<file path="src/rtl/mem_port_arbiter.sv">
// ---------------------------------------------------------------------------
// mem_port_arbiter
//
// Shares the single unified instruction/data memory port of the multi-cycle
// core between two requesters: the core control path (fetch/load/store) and
// a debug/loader port. Only one access is in flight at a time. Each access
// walks IDLE -> ISSUE -> WAIT (MEM_LATENCY-1 cycles) -> DONE -> IDLE.
//
// Configuration macro:
//   MEM_ARB_ROUND_ROBIN_EN  defined   : round-robin on simultaneous requests
//                           undefined : fixed priority, core wins ties
//
// Parameters:
//   AW           address width
//   DW           data width
//   MEM_LATENCY  cycles from the mem_en cycle until mem_rdata is valid (1..15)
//
// Ports:
//   clk, rstn                    clock (rising edge), async active-low reset
//   c_req/c_we/c_addr/c_wdata    core request, held until c_gnt
//   c_gnt                        core accepted (combinational, IDLE only)
//   c_done/c_rdata               1-cycle completion pulse, read data on reads
//   d_*                          same set for the debug/loader port
//   mem_en/mem_we                memory command strobe (one cycle) and write
//   mem_addr/mem_wdata           registered command address and write data
//   mem_rdata                    memory read data, valid in the DONE cycle
//   busy                         high in every state other than IDLE
// ---------------------------------------------------------------------------
module mem_port_arbiter #(
    parameter int AW          = 32,
    parameter int DW          = 32,
    parameter int MEM_LATENCY = 1
) (
    input  logic          clk,
    input  logic          rstn,
    input  logic          c_req,
    input  logic          c_we,
    input  logic [AW-1:0] c_addr,
    input  logic [DW-1:0] c_wdata,
    output logic          c_gnt,
    output logic          c_done,
    output logic [DW-1:0] c_rdata,
    input  logic          d_req,
    input  logic          d_we,
    input  logic [AW-1:0] d_addr,
    input  logic [DW-1:0] d_wdata,
    output logic          d_gnt,
    output logic          d_done,
    output logic [DW-1:0] d_rdata,
    output logic          mem_en,
    output logic          mem_we,
    output logic [AW-1:0] mem_addr,
    output logic [DW-1:0] mem_wdata,
    input  logic [DW-1:0] mem_rdata,
    output logic          busy
);

    generate
        if (MEM_LATENCY < 1 || MEM_LATENCY > 15) begin : g_bad_latency
            $error("mem_port_arbiter: MEM_LATENCY must be in 1..15");
        end
    endgenerate

    typedef enum logic [1:0] {
        ST_IDLE  = 2'd0,
        ST_ISSUE = 2'd1,
        ST_WAIT  = 2'd2,
        ST_DONE  = 2'd3
    } state_t;

    localparam logic       OWN_CORE = 1'b0;
    localparam logic       OWN_DBG  = 1'b1;
    localparam logic [3:0] LAT_LAST = 4'(MEM_LATENCY - 1);

    state_t        state, state_nxt;
    logic [3:0]    lat_cnt, lat_cnt_nxt;
    logic          owner, owner_nxt;
    logic          cmd_we, cmd_we_nxt;
    logic [AW-1:0] cmd_addr, cmd_addr_nxt;
    logic [DW-1:0] cmd_wdata, cmd_wdata_nxt;
    logic          grant;
    logic          pick_dbg;
    logic          done_now;

`ifdef MEM_ARB_ROUND_ROBIN_EN
    logic last_winner;

    // Tie goes to whoever did not win the previous grant. last_winner starts
    // at debug so the first tie after reset is handed to the core.
    always_comb begin
        pick_dbg = d_req & (~c_req | (last_winner == OWN_CORE));
    end

    // Remember the winner of every grant, tie or not.
    always_ff @(posedge clk or negedge rstn) begin
        if (!rstn) begin
            last_winner <= OWN_DBG;
        end else if (grant) begin
            last_winner <= pick_dbg;
        end
    end
`else
    // Fixed priority: debug only wins when the core is not asking.
    always_comb begin
        pick_dbg = d_req & ~c_req;
    end
`endif

    // State and latched command. The command registers are cleared on reset
    // so mem_addr/mem_wdata read 0 while the block is held in reset.
    always_ff @(posedge clk or negedge rstn) begin
        if (!rstn) begin
            state     <= ST_IDLE;
            lat_cnt   <= 4'd0;
            owner     <= OWN_CORE;
            cmd_we    <= 1'b0;
            cmd_addr  <= '0;
            cmd_wdata <= '0;
        end else begin
            state     <= state_nxt;
            lat_cnt   <= lat_cnt_nxt;
            owner     <= owner_nxt;
            cmd_we    <= cmd_we_nxt;
            cmd_addr  <= cmd_addr_nxt;
            cmd_wdata <= cmd_wdata_nxt;
        end
    end

    // Next-state logic. Requests are only looked at in IDLE; the grant is
    // masked by rstn so a requester holding req during reset sees no gnt.
    always_comb begin
        state_nxt     = state;
        lat_cnt_nxt   = lat_cnt;
        owner_nxt     = owner;
        cmd_we_nxt    = cmd_we;
        cmd_addr_nxt  = cmd_addr;
        cmd_wdata_nxt = cmd_wdata;
        grant         = 1'b0;

        case (state)
            ST_IDLE: begin
                if (rstn && (c_req || d_req)) begin
                    grant         = 1'b1;
                    owner_nxt     = pick_dbg;
                    cmd_we_nxt    = pick_dbg ? d_we    : c_we;
                    cmd_addr_nxt  = pick_dbg ? d_addr  : c_addr;
                    cmd_wdata_nxt = pick_dbg ? d_wdata : c_wdata;
                    state_nxt     = ST_ISSUE;
                end
            end
            ST_ISSUE: begin
                lat_cnt_nxt = LAT_LAST;
                state_nxt   = (MEM_LATENCY == 1) ? ST_DONE : ST_WAIT;
            end
            ST_WAIT: begin
                // Counter holds the number of cycles left before DONE.
                lat_cnt_nxt = lat_cnt - 4'd1;
                if (lat_cnt <= 4'd1) begin
                    state_nxt = ST_DONE;
                end
            end
            ST_DONE: begin
                state_nxt = ST_IDLE;
            end
            default: begin
                state_nxt = ST_IDLE;
            end
        endcase
    end

    assign c_gnt     = grant & ~pick_dbg;
    assign d_gnt     = grant & pick_dbg;

    assign mem_en    = (state == ST_ISSUE);
    assign mem_we    = mem_en & cmd_we;
    assign mem_addr  = cmd_addr;
    assign mem_wdata = cmd_wdata;

    // Read data is passed straight through from memory in the DONE cycle
    // and forced to 0 for writes and for the requester that does not own
    // the access.
    assign done_now  = (state == ST_DONE);
    assign c_done    = done_now & (owner == OWN_CORE);
    assign d_done    = done_now & (owner == OWN_DBG);
    assign c_rdata   = (c_done && !cmd_we) ? mem_rdata : '0;
    assign d_rdata   = (d_done && !cmd_we) ? mem_rdata : '0;

    assign busy      = (state != ST_IDLE);

endmodule

</file>
<file path="config.mk">
export PLATFORM = sky130hd
export DESIGN_NAME = mem_port_arbiter
export DESIGN_NICKNAME = d
export VERILOG_FILES = /design/src/rtl/mem_port_arbiter.sv
export SDC_FILE = /design/constraint.sdc
export NUM_CORES = 1
export LEC_CHECK = 0
export ABC_CLOCK_PERIOD_IN_PS = 3800
export CORE_AREA = 2 2 117 119
export DETAILED_ROUTE_END_ITERATION = 10
export DIE_AREA = 0 0 119 121
export PLACE_DENSITY = 0.8
export SLEW_MARGIN = 20
export SYNTH_ARGS = -nofsm -noshare
export SYNTH_HDL_FRONTEND = slang
export SYNTH_SLANG_ARGS = --single-unit
</file>
<file path="constraint.sdc">
create_clock -name clk -period 3.8 [get_ports clk]
set_clock_uncertainty 0.15 [all_clocks]
set_input_delay 0.57 -clock clk [delete_from_list [all_inputs] [get_ports clk]]
set_output_delay 0.57 -clock clk [all_outputs]
set_load 0.05 [all_outputs]
</file>
======== Word level (Yosys, flattened, before mapping) ========
Cells that the tools add are included.
storage, ports and cells
  register bits after elaboration ......... 72
  input bits .............................. 166
  output and inout port bits .............. 135
  logic and storage cells ................. 43
operators by class
  add/sub/neg operators ................... 1
  magnitude comparators ................... 1
  eq/ne operators ......................... 5
  multiplexer cells ....................... 11
  bitwise logic cells ..................... 9
  reductions and logical operators ........ 10
operator list
  cell                                                 count
  two-way mux 32 bit                                   4
  one-hot mux 2 bit (4 select lines)                   1
  one-hot mux 4 bit (2 select lines)                   1
  AND 1 bit                                            6
  == test 2 bit, second input constant                 2
  <= comparator 4 x 1 -> 1 bit, second input constant  1
  two-way mux 2 bit                                    2
  inequality test 2 bit, second input constant         2
  AND reduction 2 bit                                  2
  nonzero test 2 bit                                   2
  subtractor 4 x 1 -> 4 bit, second input constant     1
  logical AND 1 bit                                    3
  two-way mux 1 bit                                    3
  inverter 1 bit                                       3
  == test 2 x 1 -> 1 bit, second input constant        1
  logical NOT 2 bit                                    1
  logical NOT 1 bit                                    1
  logical OR 1 bit                                     1

======== Depth between registers and ports, before layout ========
Gate-level depths: netlist (run 1).
  depth in word-level cells ............... 5
  depth in mapped cells ................... 9
  mapped depth without buffers ............ 6

======== Worst setup path before layout (run 1) ========
No wires, ideal clock.
  path kind ............................... flip-flop to output port
  from .................................... register state[1]
  to ...................................... output c_rdata[10]
  arrival ................................. 2.206 ns
  required time ........................... 3.080 ns
  slack ................................... 0.874 ns
  stages on the path, launching flop included .. 6
  path buffers ............................ 1
  path through ............................ dfrtp_1 > ha_1 > nor2b_1 > and2b_1 > clkbuf_1 > and2_1
between the ends
  word-level cells in the longest chain between the ends .. 4
ends and longest elaborated chain
  element                 RTL line  source
  from (decl)             75        state_t state, state_nxt;
  from (signal assigned)  120       state <= state_nxt;
  == test 2 bit           182       assign done_now = (state == ST_DONE);
  AND 1 bit               183       assign c_done = done_now & (owner == OWN_CORE);
  via c_done              41        output logic c_done,
  logical AND 1 bit       185       assign c_rdata = (c_done && !cmd_we) ? mem_rdata : '0;
  two-way mux 32 bit      185
  to (decl)               42        output logic [DW-1:0] c_rdata,
The timed path passes the listed nets, and every way through them passes these cells.

======== Worst setup path in the final report (run 1) ========
  from .................................... register state[1]
  to ...................................... output c_rdata[5]
between the ends
  word-level cells in the longest chain between the ends .. 4
ends and longest elaborated chain
  element             RTL line
  == test 2 bit       182
  AND 1 bit           183
  logical AND 1 bit   185
  two-way mux 32 bit  185
No other way between the ends.

==> impl_metrics.env, run 1 <==
export IMPL_grt_overflow=0
export IMPL_num_vias=3897
export IMPL_final_nets=859
export IMPL_port_buffers=300
export IMPL_clock_sinks=72
export IMPL_dp_hpwl_um=11900
export IMPL_cp_end_kind="output pin"
export IMPL_min_period_over_period=0.907
export IMPL_pre_cts_ws_ns=0.655
export IMPL_fp_dieH_um=121
export IMPL_cts_htree_levels=3
export IMPL_worstMarginPinSlew_ns=0.722
export IMPL_cts_buffer_depth=2
export IMPL_clkTransAtPathRegs_ns=0.06
export IMPL_wire_per_inst_um=16.2
export IMPL_syn_avg_cell_area_um2=9.91
export IMPL_cts_tree="done"
export IMPL_drive_gt1_frac=0.0578
export IMPL_finalWirelength_um=14100
export IMPL_slew_viol_final=0
export IMPL_drc=0
export IMPL_cts_root_buf="clkbuf_16"
export IMPL_grt_pass1_vias=4085
export IMPL_yosysSeqAreaShare=0.453
export IMPL_grt_max_degree=132
export IMPL_fp_dieW_um=119
export IMPL_synth_seq_cells=72
export IMPL_synth_nets=573
export IMPL_startpoint_type="flop"
export IMPL_worstReg2RegEnd="mem_wdata[17]"
export IMPL_crit_type="flop to output pin"
export IMPL_crit_path_max_incr_delay_ns=0.80
export IMPL_critPathBufInv=1
export IMPL_insertion_delay_ns=0.32
export IMPL_cts_resized_gates=0
export IMPL_powerDensity_nw_per_um2=797
export IMPL_timing_rr_start="state[0]"
export IMPL_yosysWarnings=0
export IMPL_fmax_ghz=0.290
export IMPL_setup_viol=0
export IMPL_vdd_drop_max_uv=372
export IMPL_setup_ws_ns=0.352
export IMPL_drv_cap=0
export IMPL_grt_pass1_wl_um=21800
export IMPL_critical_path_arrival_ns=2.73
export IMPL_area_growth_pct=86.2
export IMPL_fin_crit_ns=3.45
export IMPL_core_um2=13100
export IMPL_reg2regPathDepth=7
export IMPL_place_inst=851
export IMPL_leakagePower_nw=3.39
export IMPL_firstDrtPassIters=4
export IMPL_grt_setup_unrepaired="no"
export IMPL_syn_instance_count=401
export IMPL_status="complete, no violations"
export IMPL_ant_nets=0
export IMPL_layoutNonFillerInstCount=870
export IMPL_endpoint="c_rdata[5]"
export IMPL_drt_iter0_markers=106
export IMPL_cp_depth=5
export IMPL_worstPathMaxFanout=32
export IMPL_ios=301
export IMPL_synth_area_um2=3980
export IMPL_start_util=0.304
export IMPL_cpLargestDelayFamily="simple AND/OR/NAND/NOR gates"
export IMPL_finalHoldViolCount=0
export IMPL_rows=42
export IMPL_max_slew_margin_rel=0.519
export IMPL_required_ns=3.08
export IMPL_gp_congestion=0.841
export IMPL_die_area_um2=14400
export IMPL_holdWs_ns=0.324
export IMPL_synth_cell_types=27
export IMPL_viasPerCell=4.48
export IMPL_hp_class="flop to flop"
export IMPL_r2r_setup_slack_ns=1.84
export IMPL_setup_tns_ns=0
export IMPL_track_usage=0.199
export IMPL_path_cells="ha_1, nor2b_1, and2b_1, and2_1, clkdlybuf4s50_1"
export IMPL_crit_slowest_cell="clkdlybuf4s50_1"
export IMPL_crit_path_start="state[1]"
export IMPL_cts_inserted_buffers=9
export IMPL_antenna_found_initial=6
export IMPL_utilization=0.566
## timing repair
| action | 4_1_cts | 5_1_grt |
|---|---|---|
| endpoints found under the hold margin | 15 | 0 |
| endpoints found under the setup margin | 0 | 0 |
| setup buffers | 0 | 0 |
| hold buffers | 1 | 0 |
## report_power, final
group	internal, mW	switching (mW)
sequential	1.11	0.189
combinational	1.24	2.39
clock	0.659	0.307
## synth_stat cells (all sizes together)
cell	number	area, µm²
nand3	1	5.00
or2	1	6.26
nor2	3	13.8
a21o	1	7.51
ha	6	75.1
and3	1	6.26
nand2b	1	6.26
inv	6	22.5
nor3	2	10.0
clkbuf	11	41.3
o21ai	71	412
buf	18	180
nand3b	1	7.51
a22o	1	8.76
and2	66	413
mux2	1	11.3
dfrtp	72	1800
mux2i	67	671
and2b	2	15.0
nor2b	1	6.26
nand2	68	255
## area by class of cell
type | count | area (µm²)
clock buffer | 11 | 243
sequential | 72 | 1800
fill | 1117 | 5680
inverter | 6 | 22.5
tap | 176 | 220
multi-input combinational | 294 | 1940
clock inverter | 5 | 104
antenna | 2 | 5.00
timing repair buffer | 304 | 3070
## cells by family after synthesis
group / share of synthesized area
and+or+nand+nor: 0.187
AOI/OAI and AO/OA: 0.108
DFF: 0.453
muxes: 0.172
buffers and inverters: 0.0614
adders and majority gates: 0.0189
## metrics by stage
step / power (mW) / instance area (µm²)
floorplan: 3.66 / 3980
global placement: 4.89 / 7040
detailed placement: 4.97 / 7040
CTS: 5.96 / 7400
global route: 6.20 / 7400
finish: 5.90 / 7400
## how the worst min path moves through the flow
stage                 startpoint            to  depth (start not counted)
global route        mem_wdata[6]  mem_wdata[6]                          2
CTS                 mem_wdata[6]  mem_wdata[6]                          2
finish              mem_wdata[6]  mem_wdata[6]                          2
floorplan                   rstn        cmd_we                          0
detailed placement          rstn   mem_addr[7]                          1
global placement            rstn   mem_addr[7]                          1
## registers in the layout, indices dropped and copies added, names as in the netlist
signal and count:
mem_wdata 32, owner 1, mem_addr 32, state 2, lat_cnt 4, cmd_we 1
## layer usage
metal,routed length (µm),track usage,vias to the layer above,share of wire
met5,60,0,-,0.0043
met4,316,0.0818,8,0.022
met3,1440,0.0869,24,0.10
met2,7380,0.371,194,0.52
met1,4880,0.191,1751,0.35
li1,-,-,1920,-
## cells in the final DEF, fill, tap and decap left out, types with 2 or more instances in the layout
cell type and instances:
ha_1 6, bufinv_16 3, buf_4 2, buf_12 3, nand2_1 68, dfrtp_1 72, nor3_1 2, o21ai_0 5
o21ai_1 51, clkbuf_16 9, inv_1 5, clkdlybuf4s50_1 298, nor2_1 2, and2b_1 2, mux2i_1 67, diode_2 2
o21ai_2 15, and2_1 66
## tightest hold or removal path, stage by stage, from the launching register on
cell and delay, ns:
dfrtp_1 0.34, nand2_1 0.06, o21ai_2 0.05
No activity file was read; power rests on OpenSTA's default activity.
==> run 2: changes to the inputs <==
--- a/config.mk
+++ b/config.mk
@@ -5,11 +5,11 @@
 export SDC_FILE = /design/constraint.sdc
 export NUM_CORES = 1
 export LEC_CHECK = 0
-export ABC_CLOCK_PERIOD_IN_PS = 3800
-export CORE_AREA = 2 2 117 119
+export ABC_CLOCK_PERIOD_IN_PS = 3300
+export CORE_AREA = 2 2 118 120
 export DETAILED_ROUTE_END_ITERATION = 10
-export DIE_AREA = 0 0 119 121
-export PLACE_DENSITY = 0.8
+export DIE_AREA = 0 0 120 122
+export PLACE_DENSITY = 0.79
 export SLEW_MARGIN = 20
 export SYNTH_ARGS = -nofsm -noshare
 export SYNTH_HDL_FRONTEND = slang
==> constraint.sdc (replaced) <==
create_clock -name clk -period 3.3 [get_ports clk]
set_clock_uncertainty 0.15 [all_clocks]
set_input_delay 0.495 -clock clk [delete_from_list [all_inputs] [get_ports clk]]
set_output_delay 0.495 -clock clk [all_outputs]
set_load 0.05 [all_outputs]
==> run 2 against run 1 <==
Setup slack better by 0.013 ns. Critical path depth down 1. Power is 12% higher. Global-route usage fell by 3.1 points. Via count down 0.21%. Utilization down 3.2 points. Critical path type is now input pin to output pin.
==> impl_metrics.env, run 2 (synthesis results as in run 1) <==
export IMPL_core_um2=13500
export IMPL_num_vias=3889
export IMPL_worstPathMaxFanout=15
export IMPL_drt_iter0_markers=96
export IMPL_fmax_ghz=0.341
export IMPL_setup_ws_ns=0.365
export IMPL_final_common_cell="clkdlybuf4s50_1"
export IMPL_hp_class="flop to flop"
export IMPL_cts_setup_buffers=0
export IMPL_cts_inserted_buffers=9
export IMPL_dp_hpwl_um=10300
export IMPL_status="complete, no violations"
export IMPL_grt_overflow=0
export IMPL_utilization=0.534
export IMPL_diodes=0
export IMPL_vdd_drop_max_uv=447
export IMPL_area_growth_pct=81.4
export IMPL_drc=0
export IMPL_grt_pass1_wl_um=19500
export IMPL_worstMarginPinSlew_ns=0.777
export IMPL_rows=43
export IMPL_grt_max_degree=132
export IMPL_slew_viol_final=0
export IMPL_cts_resized_gates=0
export IMPL_gp_congestion=0.752
export IMPL_drive_gt1_frac=0.152
export IMPL_cts_root_buf="clkbuf_16"
export IMPL_grt_setup_unrepaired="no"
export IMPL_cts_tree="done"
export IMPL_required_ns=2.65
export IMPL_fp_dieH_um=122
export IMPL_pre_cts_ws_ns=0.697
export IMPL_startpoint_type="input pin"
export IMPL_cp_end_kind="output pin"
export IMPL_antenna_found_initial=0
export IMPL_fp_dieW_um=120
export IMPL_power_mw=6.62
export IMPL_wire_per_inst_um=14.6
export IMPL_drv_cap=0
export IMPL_setup_tns_ns=0
export IMPL_track_usage=0.168
export IMPL_setup_viol=0
export IMPL_ios=301
export IMPL_crit_type="input pin to output pin"
export IMPL_mostFrequentLayoutCells="234 x clkdlybuf4s50_1, 72 x dfrtp_1, 68 x nand2_1, 67 x mux2i_1, 67 x buf_4"
export IMPL_finalWirelength_um=12800
export IMPL_die_area_um2=14600
export IMPL_leakagePower_nw=3.50
export IMPL_firstDrtPassIters=4
export IMPL_critical_path_arrival_ns=2.29
export IMPL_clkTransAtPathRegs_ns=0.05
export IMPL_clock_sinks=72
export IMPL_fin_crit_ns=2.93
export IMPL_viasPerCell=4.45
export IMPL_final_nets=860
export IMPL_max_slew_margin_rel=0.482
export IMPL_insertion_delay_ns=0.32
export IMPL_port_buffers=300
export IMPL_cts_htree_levels=3
export IMPL_finalHoldViolCount=0
export IMPL_start_util=0.294
export IMPL_ctsHoldBuffers=1
export IMPL_holdWs_ns=0.327
export IMPL_ant_nets=0
export IMPL_powerDensity_nw_per_um2=918
export IMPL_min_period_over_period=0.889
export IMPL_cts_buffer_depth=2
export IMPL_grt_pass1_vias=3857
run 2: worst max-delay path, stage by stage:
cell             delay [ns]
dlygate4sd3_1          0.52
buf_4                  0.25
and3_1                 0.21
clkdlybuf4s50_1        0.80
run 2: report_power, final:
group	switching, mW	total [mW]	internal (mW)
combinational	2.75	4.12	1.38
clock	0.365	0.993	0.628
sequential	0.224	1.50	1.28
run 2: routing by layer:
layer  GRT usage  share of wire  vias to the layer above
li1            -              -                     1917
met5           0              0                        -
met3      0.0576          0.093                       13
met1       0.176           0.36                     1770
met2       0.319           0.53                      189
met4      0.0463          0.011                        0
run 2: final timing paths:
check / from / to / slack (ns) / cells past startpoint
min: mem_wdata[16] / mem_wdata[16] / 0.33 / 2
min reg2reg: mem_wdata[16] / mem_wdata[16] / 0.33 / 2
max in group asynchronous: rstn / mem_wdata[20] / 1.53 / 3
max reg2reg: state[0] / owner / 1.37 / 6
min in group asynchronous: rstn / mem_wdata[18] / 0.42 / 2
max: rstn / c_gnt / 0.37 / 4
run 2: final cells by class:
class / count / area, µm²
fill: 1206 / 6290
multi-input combinational: 294 / 1940
inverter: 6 / 22.5
timing repair buffer: 305 / 2920
sequential: 72 / 1800
clock buffer: 12 / 256
clock inverter: 4 / 51.3
tap: 180 / 225
run 2: per-stage QoR:
stage,cells,cell area [µm²]
2_1_floorplan,401,3980
3_3_place_gp,856,6890
3_5_place_dp,856,6890
4_1_cts,873,7210
5_1_grt,873,7210
6_report,873,7210
==> run 3: changes to the inputs <==
--- a/config.mk
+++ b/config.mk
@@ -5,7 +5,6 @@
 export SDC_FILE = /design/constraint.sdc
 export NUM_CORES = 1
 export LEC_CHECK = 0
-export ABC_CLOCK_PERIOD_IN_PS = 3300
 export CORE_AREA = 2 2 118 120
 export DETAILED_ROUTE_END_ITERATION = 10
 export DIE_AREA = 0 0 120 122
==> results of run 3 <==
Final layout, timing and power as in run 2 (identical DEF).
